--- config.mk ---
export PLATFORM = sky130hd
export DESIGN_NAME = muldiv_seq
export DESIGN_NICKNAME = d
export VERILOG_FILES = /design/src/rtl/muldiv_seq_pkg.sv /design/src/rtl/muldiv_step.sv /design/src/rtl/muldiv_seq.sv
export SDC_FILE = /design/constraint.sdc
export NUM_CORES = 1
export LEC_CHECK = 0
export BUFFER_PORTS_ARGS = -buffer_cell sky130_fd_sc_hd__buf_2
export CELL_PAD_IN_SITES_DETAIL_PLACEMENT = 1
export CELL_PAD_IN_SITES_GLOBAL_PLACEMENT = 1
export CORE_AREA = 3 3 120 122
export DETAILED_ROUTE_END_ITERATION = 8
export DIE_AREA = 0 0 123 125
export HOLD_SLACK_MARGIN = 0.02
export PLACE_DENSITY_LB_ADDON = 0.1
export RECOVER_POWER = 100
export SLEW_MARGIN = 0
export SYNTH_ARGS = -nofsm -noshare
export SYNTH_HDL_FRONTEND = slang
export SYNTH_HIERARCHICAL = 1
export SYNTH_SLANG_ARGS = --single-unit
export TNS_END_PERCENT = 10
--- constraint.sdc ---
create_clock -name clk -period 3.6 [get_ports clk]
set_input_delay 0.18 -clock clk [delete_from_list [all_inputs] [get_ports clk]]
set_output_delay 0.18 -clock clk [all_outputs]
set_load 0.03 [all_outputs]
--- src/rtl/muldiv_seq_pkg.sv ---
// Shared definitions for the MUL AB / DIV AB sequencer: op codes, state
// encoding, PSW bit positions and the PSW rebuild helper.
package muldiv_seq_pkg;

  localparam logic mul_ab = 1'b0;
  localparam logic div_ab = 1'b1;

  typedef enum logic [1:0] {
    ST_IDLE = 2'd0,
    ST_MUL  = 2'd1,
    ST_DIV  = 2'd2,
    ST_DONE = 2'd3
  } state_e;

  localparam int psw_cy = 7;
  localparam int psw_ov = 2;
  localparam int psw_p  = 0;

  // Carry is always cleared, OV comes from the operation, parity follows new A.
  function automatic logic [7:0] make_psw(input logic [7:0] psw,
                                          input logic       ov,
                                          input logic [7:0] acc);
    logic [7:0] r;
    r         = psw;
    r[psw_cy] = 1'b0;
    r[psw_ov] = ov;
    r[psw_p]  = ^acc;
    return r;
  endfunction

endpackage

--- src/rtl/muldiv_step.sv ---
// One combinational iteration: shift-add for MUL, restoring subtract for DIV.
module muldiv_step
  import muldiv_seq_pkg::*;
(
  input  logic        op_i,
  input  logic [15:0] acc_i,
  input  logic [7:0]  qm_i,
  input  logic [7:0]  opnd_i,
  output logic [15:0] acc_o,
  output logic [7:0]  qm_o
);

  logic [8:0] sum;
  logic [8:0] shRem;
  logic       ge;
  logic [7:0] remSub;

  // The shifted remainder never exceeds 9 bits, and when it is >= divisor the
  // difference always fits in 8 bits, so an 8-bit subtract is sufficient.
  always_comb begin
    sum    = {1'b0, acc_i[15:8]} + {1'b0, opnd_i};
    shRem  = acc_i[15:7];
    ge     = shRem >= {1'b0, opnd_i};
    remSub = acc_i[14:7] - opnd_i;
    acc_o  = acc_i;
    qm_o   = qm_i;
    if (op_i == mul_ab) begin
      acc_o = qm_i[0] ? {sum, acc_i[7:1]} : {1'b0, acc_i[15:1]};
      qm_o  = {1'b0, qm_i[7:1]};
    end else if (ge) begin
      acc_o = {remSub, acc_i[6:0], 1'b0};
      qm_o  = {qm_i[6:0], 1'b1};
    end else begin
      acc_o = {acc_i[14:0], 1'b0};
      qm_o  = {qm_i[6:0], 1'b0};
    end
  end

endmodule

--- src/rtl/muldiv_seq.sv ---
// Multi-cycle sequencer for 8051 MUL AB / DIV AB: eight iterations, then a
// one-cycle done pulse with the new A, B and PSW held until the next result.
module muldiv_seq
  import muldiv_seq_pkg::*;
#(
  parameter bit ZERO_FAST = 1'b1
) (
  input  logic       clk,
  input  logic       rst,
  input  logic       start,
  input  logic       op,
  input  logic [7:0] a_in,
  input  logic [7:0] b_in,
  input  logic [7:0] psw_in,
  output logic       busy,
  output logic       done,
  output logic [7:0] a_out,
  output logic [7:0] b_out,
  output logic [7:0] psw_out
);

  state_e      state_q, state_d;
  logic [2:0]  cnt_q, cnt_d;
  logic [15:0] acc_q, acc_d;
  logic [7:0]  qm_q, qm_d;
  logic [7:0]  opnd_q, opnd_d;
  logic [7:0]  aLat_q, aLat_d;
  logic [7:0]  psw_q, psw_d;
  logic [7:0]  aOut_q, aOut_d;
  logic [7:0]  bOut_q, bOut_d;
  logic [7:0]  pswOut_q, pswOut_d;
  logic [15:0] stepAcc;
  logic [7:0]  stepQm;

  muldiv_step u_step (
    .op_i   (state_q == ST_DIV),
    .acc_i  (acc_q),
    .qm_i   (qm_q),
    .opnd_i (opnd_q),
    .acc_o  (stepAcc),
    .qm_o   (stepQm)
  );

  always_ff @(posedge clk) begin
    if (rst) begin
      state_q  <= ST_IDLE;
      cnt_q    <= '0;
      acc_q    <= '0;
      qm_q     <= '0;
      opnd_q   <= '0;
      aLat_q   <= '0;
      psw_q    <= '0;
      aOut_q   <= '0;
      bOut_q   <= '0;
      pswOut_q <= '0;
    end else begin
      state_q  <= state_d;
      cnt_q    <= cnt_d;
      acc_q    <= acc_d;
      qm_q     <= qm_d;
      opnd_q   <= opnd_d;
      aLat_q   <= aLat_d;
      psw_q    <= psw_d;
      aOut_q   <= aOut_d;
      bOut_q   <= bOut_d;
      pswOut_q <= pswOut_d;
    end
  end

  always_comb begin
    state_d  = state_q;
    cnt_d    = cnt_q;
    acc_d    = acc_q;
    qm_d     = qm_q;
    opnd_d   = opnd_q;
    aLat_d   = aLat_q;
    psw_d    = psw_q;
    aOut_d   = aOut_q;
    bOut_d   = bOut_q;
    pswOut_d = pswOut_q;
    case (state_q)
      ST_IDLE, ST_DONE: begin
        state_d = ST_IDLE;
        if (start) begin
          cnt_d  = '0;
          aLat_d = a_in;
          psw_d  = psw_in;
          if (op == mul_ab) begin
            state_d = ST_MUL;
            acc_d   = '0;
            qm_d    = b_in;
            opnd_d  = a_in;
          end else begin
            acc_d  = {8'h00, a_in};
            qm_d   = '0;
            opnd_d = b_in;
            if (ZERO_FAST && (b_in == 8'h00)) begin
              state_d  = ST_DONE;
              aOut_d   = a_in;
              bOut_d   = 8'h00;
              pswOut_d = make_psw(psw_in, 1'b1, a_in);
            end else begin
              state_d = ST_DIV;
            end
          end
        end
      end
      default: begin
        cnt_d = cnt_q + 3'd1;
        acc_d = stepAcc;
        qm_d  = stepQm;
        if (cnt_q == 3'd7) begin
          state_d = ST_DONE;
          if (state_q == ST_MUL) begin
            aOut_d   = stepAcc[7:0];
            bOut_d   = stepAcc[15:8];
            pswOut_d = make_psw(psw_q, |stepAcc[15:8], stepAcc[7:0]);
          end else if (opnd_q == 8'h00) begin
            // Full-length divide by zero iterates on garbage; the defined result overrides it.
            aOut_d   = aLat_q;
            bOut_d   = 8'h00;
            pswOut_d = make_psw(psw_q, 1'b1, aLat_q);
          end else begin
            aOut_d   = stepQm;
            bOut_d   = stepAcc[15:8];
            pswOut_d = make_psw(psw_q, 1'b0, stepQm);
          end
        end
      end
    endcase
  end

  assign busy    = (state_q == ST_MUL) || (state_q == ST_DIV);
  assign done    = (state_q == ST_DONE);
  assign a_out   = aOut_q;
  assign b_out   = bOut_q;
  assign psw_out = pswOut_q;

endmodule

==> results by group, run 1 <==
Clock network
  • Clock root buffer: clkbuf_16
  • Worst-Skew Late Latency: 340 ps
  • CTS tree: built
  • Clock Path Buffers: 2
  • Clock sink count: 73
  • Num CTS Buffers: 9
  • Worst-path clk slew: 60 ps
  • CTS H-tree depth: 3

Floorplan
  • Initial core utilization: 35.3%
  • CORE AREA: 13,300 sq um
  • Die area: 15,400 sq um
  • Die height: 125 microns
  • Die width: 123 microns
  • Num rows: 42
  • Number of top-level pins: 54

Placed design
  • DP Worst Slack: 215 ps
  • Routability cong.: 0.844
  • HPWL after DPL: 11,200 microns
  • Post-DP Area: 5050 sq um
  • IO buf count: 49

Critical path
  • CP Launch Point: opnd_q[4]$_SDFFE_PP0P_
  • Max Fanout on Critical Path: 11
  • Startpoint Class: register
  • Crit path arrival time: 3510 ps
  • FF-to-FF Start: opnd_q[4]$_SDFFE_PP0P_
  • CP Capture Type: register
  • Kind of critical path: reg2reg
  • Worst path required time: 3810 ps

Synth
  • Synth Area in Adders: 6.46%
  • Syn. warnings: 6
  • Number of flops mapped to enable cells by yosys: 0
  • Synth area leader: dfxtp_1
  • Synthesis-stage register bit count: 73
  • Post-Syn Nets: 635
  • Main synth FF type: dfxtp_1
  • Compound-gate portion of the synthesized area: 22.7%
  • Top post-synthesis cells by area: dfxtp_1 (31%), nor2_1 (6.0%), a21oi_1 (5.7%), ha_1 (5.6%), xnor2_1 (5.6%)
  • Largest family of logic cells by synthesized area: compound AO/OA/AOI/OAI gates
  • Mapped Area: 4690 sq um
  • Synth Area in Simple Gates: 20.9%
  • Syn avg cell area: 8.03 sq um
  • Mapped Cells: 584
  • Sequential area share after synthesis: 31.2%
  • Synth top area share: 31.2%
  • Async set or reset register ratio after synthesis: 0%
  • Netlist cell types: 55
  • Xor/xnor share of the synthesized area: 6.35%
  • Mux cell area share after synthesis: 6.91%

Job
  • MaxCap Viol Count: 0

Detailed routing
  • DRC Markers: 0
  • Drt first pass iters: 5
  • DR iter-0 viols: 173
  • Routed via count: 4,365
  • ANT nets after route: 0
  • Average wire per standard cell: 19.0 microns
  • Routed wire length: 15,100 microns
  • Via density: 5.49

Layout
  • Commonest non-fill, non-tap cells in the layout: nor2_1 (75), dfxtp_1 (73), a21oi_1 (53)
  • Nets@finish: 665
  • Inserted Diodes: 0
  • Commonest non-fill, non-tap cell in the layout: nor2_1
  • Final Core Density: 39.8%
  • Layout cells sized above 1: 10.8%
  • Syn-to-layout area delta: 12.9%
  • Design area: 5290 sq um

Global routing
  • GRT Total Usage: 20.3%
  • Vias in the first global route: 4,491
  • Largest net degree at the start of global routing: 66
  • Global-route wire length before repair: 24,600 microns
  • Antenna violations before repair: 0
  • GRT overflow: 0

STA
  • Pins Over Slew Limit: 0
  • TNS Setup: 0 ps
  • Headroom to the max-slew limit: 6.25%
  • Hold Vio Cnt, Final: 0
  • RSZ-0062 raised after global routing: no
  • Final worst path period share: 91.7%
  • Final setup fails: 0
  • Clock skew: 5.60 ps
  • Post-layout min period: 3300 ps
  • Setup ws final: 299 ps
  • Worst-Margin Slew: 1410 ps
  • Fmax: 303 MHz

Hold path
  • Hold Startpoint: psw_in[6]
  • Min-delay worst type: in2reg

Power
  • LEAKAGE: 2.02 nW
  • Maximum vdd drop: 0.000353 V
  • P_int: 2.77 mW
  • Flop pwr share: 23.7%
  • Net Sw Power: 2.48 mW
  • Net Sw Frac: 47.3%
  • Total power: 5.25 mW
  • Clock power frac: 16.3%
  • Logic pwr share: 59.9%
  • Pwr Density: 992 nW/um^2

Outcome
  • Status: completed
## registers in the layout, summed over array words and instances, names as in the netlist
| signal | flops |
|---|---|
| aLat_q | 8 |
| opnd_q | 8 |
| psw_q | 5 |
| state_q | 2 |
| acc_q | 16 |
| psw_out | 7 |
| a_out | 8 |
| b_out | 8 |
| qm_q | 8 |
| cnt_q | 3 |
## repair_timing
action / in CTS / in global routing
hold buffers: 0 / 0
setup endpoints to repair: 0 / 1
gates resized for setup: 0 / 1
setup buffers: 0 / 0
## final timing paths
path,end,slack [ps],cells after the start
setup / recovery,psw_out[2]$_SDFFE_PP0P_,300,11
hold / removal,psw_q[6]$_SDFFE_PP0P_,90,3
setup reg to reg,psw_out[2]$_SDFFE_PP0P_,300,11
hold reg to reg,psw_q[3]$_SDFFE_PP0P_,450,2
## synth_stat cells, types with 8 or more instances
| cell type | number |
|---|---|
| nor2_1 | 75 |
| dfxtp_1 | 73 |
| a21oi_1 | 53 |
| nand2_1 | 49 |
| xnor2_1 | 30 |
| a311oi_1 | 24 |
| clkbuf_1 | 23 |
| o21ai_0 | 23 |
| ha_1 | 21 |
| mux2i_1 | 20 |
| nand3_1 | 20 |
| nand2b_1 | 18 |
| a211oi_1 | 17 |
| inv_1 | 17 |
| mux2_2 | 11 |
| o21ai_1 | 11 |
| a22oi_1 | 9 |
| nand3b_1 | 9 |
| buf_2 | 8 |
## metal layers
layer / wire (microns) / share of wire [%] / GRT usage, %
met5: 0 / 0 / 0
met4: 320 / 2.1 / 5.47
met3: 417 / 2.8 / 4.11
met2: 7560 / 50 / 34.8
met1: 6800 / 45 / 25.9
## power groups by stage
| stage | registers, mW | clock network, mW | logic (mW) |
|---|---|---|---|
| floorplan | 1.27 | 0 | 2.41 |
| global placement | 1.25 | 0 | 3.07 |
| detailed placement | 1.26 | 0 | 3.14 |
| finish | 1.25 | 0.858 | 3.15 |
| CTS | 1.25 | 0.875 | 3.16 |
| global route | 1.28 | 0.913 | 3.51 |
## kinds of logic after synthesis
| family | after synthesis |
|---|---|
| AND/OR/NAND/NOR | 201 |
| flip-flops | 73 |
| AO/OA/AOI/OAI | 163 |
| buffers and inverters | 58 |
| other | 1 |
| adder cells (fa/ha/maj) | 23 |
| multiplexers | 31 |
| XOR/XNOR | 34 |
## final cells by class
cell class              instances  area, sq um
fillers                      1638         8000
repair buffers                 59          283
flip-flops and latches         73         1460
inverters                      18         67.6
well taps                     176          220
clock inverters                 2         12.5
multi-input cells             453         2980
clock buffers                  14          264
## through the flow
step                      hold WS, ps  std cells
after global routing             94.4        795
final                            90.9        795
after global placement            434        779
after detailed placement          445        779
after CTS                        80.5        795
after floorplan                   316        584
## critical path, cell delays in order, from the launching register on
cell	delay, ps
dfxtp_1	460
inv_1	80
ha_1	320
and3_1	220
a211oi_2	230
o21ai_1	170
a31oi_4	400
mux2i_1	290
a21oi_1	140
or4_1	580
o21ai_0	180
a21oi_1	90
No activity file was read; power rests on OpenSTA's default activity.
==> run 2, diff against run 1 <==
--- a/config.mk
+++ b/config.mk
@@ -13,7 +13,6 @@
 export DIE_AREA = 0 0 123 125
 export HOLD_SLACK_MARGIN = 0.02
 export PLACE_DENSITY_LB_ADDON = 0.1
-export RECOVER_POWER = 100
 export SLEW_MARGIN = 0
 export SYNTH_ARGS = -nofsm -noshare
 export SYNTH_HDL_FRONTEND = slang
==> results by group, run 2 (synthesis results as in run 1) <==
Placed design
  • Inst Count DP: 779 (unchanged)
  • Routability cong.: 0.844 (unchanged)
  • IO buf count: 49 (unchanged)
  • HPWL after DPL: 11,200 microns (unchanged)
  • Post-DP Area: 5050 sq um (unchanged)

Critical path
  • Startpoint Class: register
  • Worst path required time: 3810 ps (about the same)
  • R2R depth: 11 (unchanged)
  • RR Endpoint: psw_out[2]$_SDFFE_PP0P_
  • R2r setup slk: 340 ps (+40 ps)
  • Crit path arrival time: 3470 ps (-40 ps)
  • FF-to-FF Start: opnd_q[3]$_SDFFE_PP0P_
  • Max Fanout on Critical Path: 11 (unchanged)
  • CP Capture Type: register
  • Kind of critical path: reg2reg

Detailed routing
  • Average wire per standard cell: 19.0 microns (about the same)
  • Routed via count: 4,349 (-0.37%)
  • DRC Markers: 0 (unchanged)
  • ANT nets after route: 0 (unchanged)
  • Drt first pass iters: 4 (-1)
  • Routed wire length: 15,100 microns (about the same)
  • Via density: 5.47 (-0.37%)
  • DR iter-0 viols: 181 (+4.6%)

Power
  • Net Sw Frac: 47.1% (-0.14 points)
  • Flop pwr share: 23.6% (about the same)
  • Pwr Density: 987 nW/um^2 (-0.52%)
  • Clock power frac: 16.3% (about the same)
  • Logic pwr share: 60.1% (+0.2 points)
  • P_int: 2.78 mW (+0.51%)
  • Net Sw Power: 2.48 mW (about the same)
  • LEAKAGE: 2.13 nW (+5.5%)
  • Maximum vdd drop: 0.000397 V (+12%)

Layout
  • Design area: 5330 sq um (+0.76%)
  • Commonest non-fill, non-tap cell in the layout: nor2_1
  • Finished Layout Cells: 795 (unchanged)
  • Syn-to-layout area delta: 13.8%
  • Largest Register: acc_q
  • Fillers: 1,632 (-0.37%)
  • Multi-input gate area: 2990 sq um (about the same)
  • Nets@finish: 665 (unchanged)
  • Layout cells sized above 1: 15.2% (+4.4 points)
  • Inserted Diodes: 0 (unchanged)
  • Commonest non-fill, non-tap cells in the layout: nor2_1 (75), dfxtp_1 (73), a21oi_1 (53)
  • Max FFs per register: 16 (unchanged)
  • FF/Latch Area: 1460 sq um (unchanged)

STA
  • Final setup fails: 0 (unchanged)
  • Clock skew: 5.98 ps (+0.372 ps)
  • Pins Over Slew Limit: 0 (unchanged)
  • Headroom to the max-slew limit: 28.2% (+22 points)
  • TNS Setup: 0 ps (unchanged)
  • Fmax: 306 MHz (+1.1%)
  • Post-layout min period: 3260 ps (-36.6 ps)
  • Hold slack: 89.6 ps (-1.37 ps)
  • Worst-Margin Slew: 1080 ps (-330 ps)
  • RSZ-0062 raised after global routing: no
  • Final worst path period share: 90.7% (-1.0 points)
  • Hold Vio Cnt, Final: 0 (unchanged)

Global routing
  • Antenna violations before repair: 0 (unchanged)
  • GRT overflow: 0 (unchanged)
  • Global-route wire length before repair: 24,600 microns (unchanged)
  • Largest net degree at the start of global routing: 66 (unchanged)
  • Vias in the first global route: 4,491 (unchanged)
  • GRT Total Usage: 20.3% (unchanged)

Floorplan
  • Die width: 123 microns (unchanged)
  • Initial core utilization: 35.3% (unchanged)
  • Die area: 15,400 sq um (unchanged)
  • CORE AREA: 13,300 sq um (unchanged)
  • Die height: 125 microns (unchanged)
  • Num rows: 42 (unchanged)
  • Number of top-level pins: 54 (unchanged)

Hold path
  • Endpoint, Worst Hold: psw_q[6]$_SDFFE_PP0P_
  • Worst hold path depth: 3 (unchanged)
  • Hold Startpoint: psw_in[6]
  • Min-delay worst type: in2reg

Clock network
  • Clock Path Buffers: 2 (unchanged)
  • Worst-Skew Late Latency: 340 ps (about the same)
  • Clock sink count: 73 (unchanged)
  • CTS Hold Bufs: 0 (unchanged)
  • # resized after CTS: 0 (unchanged)
  • Num CTS Buffers: 9 (unchanged)
  • Worst-path clk slew: 60 ps (about the same)
  • Clock root buffer: clkbuf_16
  • Post-CTS Setup Bufs: 0 (unchanged)
  • CTS tree: built
  • CTS H-tree depth: 3 (unchanged)

Outcome
  • Status: completed

Job
  • MaxCap Viol Count: 0 (unchanged)
-- run 2: worst max-delay path by stage --
stage                               to              startpoint  slack [ps]  cells after the start
3_5_place_dp   psw_out[2]$_SDFFE_PP0P_  opnd_q[3]$_SDFFE_PP0P_         220                     11
5_1_grt        psw_out[2]$_SDFFE_PP0P_  opnd_q[3]$_SDFFE_PP0P_         140                     11
6_report       psw_out[2]$_SDFFE_PP0P_  opnd_q[3]$_SDFFE_PP0P_         340                     11
4_1_cts        psw_out[2]$_SDFFE_PP0P_  opnd_q[3]$_SDFFE_PP0P_         200                     11
2_1_floorplan  psw_out[2]$_SDFFE_PP0P_  opnd_q[5]$_SDFFE_PP0P_         840                     12
3_3_place_gp   psw_out[2]$_SDFFE_PP0P_  opnd_q[3]$_SDFFE_PP0P_         310                     11
-- run 2: power by group through the flow --
stage | Sequential, mW | Combinational [mW] | Clock [mW]
6_report | 1.24 | 3.16 | 0.857
5_1_grt | 1.28 | 3.53 | 0.913
4_1_cts | 1.25 | 3.16 | 0.875
3_5_place_dp | 1.26 | 3.14 | 0
3_3_place_gp | 1.25 | 3.07 | 0
2_1_floorplan | 1.27 | 2.41 | 0
-- run 2: cell type report --
class                      instances  area share, %
clock inverter                     2          0.235
multi-input combinational        453           56.0
inverter                          18           1.27
sequential                        73           27.4
clock buffer                      14           4.95
timing repair buffer              59           6.01
tap                              176           4.13
-- run 2: through the flow --
step | utilization [%] | setup slack (ps) | power, mW
floorplan | - | 841 | 3.68
global placement | 38.0 | 310 | 4.32
detailed placement | 38.0 | 215 | 4.40
CTS | 40.0 | 196 | 5.28
global route | 40.1 | 144 | 5.72
finish | 40.1 | 335 | 5.26
-- run 2: routing by layer --
layer | GRT usage [%] | routed length (microns) | vias up
li1 | - | - | 2151
met1 | 25.9 | 6850 | 2124
met2 | 34.8 | 7550 | 55
met3 | 4.11 | 363 | 19
met4 | 5.47 | 320 | 0
met5 | 0 | 0 | -
-- run 2: critical path, cell delays in order, from the launching register on --
cell	delay (ps)
dfxtp_1	440
inv_1	70
ha_1	350
and3_1	220
a211oi_2	220
o21ai_1	170
a31oi_4	400
mux2i_1	290
a21oi_1	130
or4_1	550
o21ai_0	180
a21oi_1	90
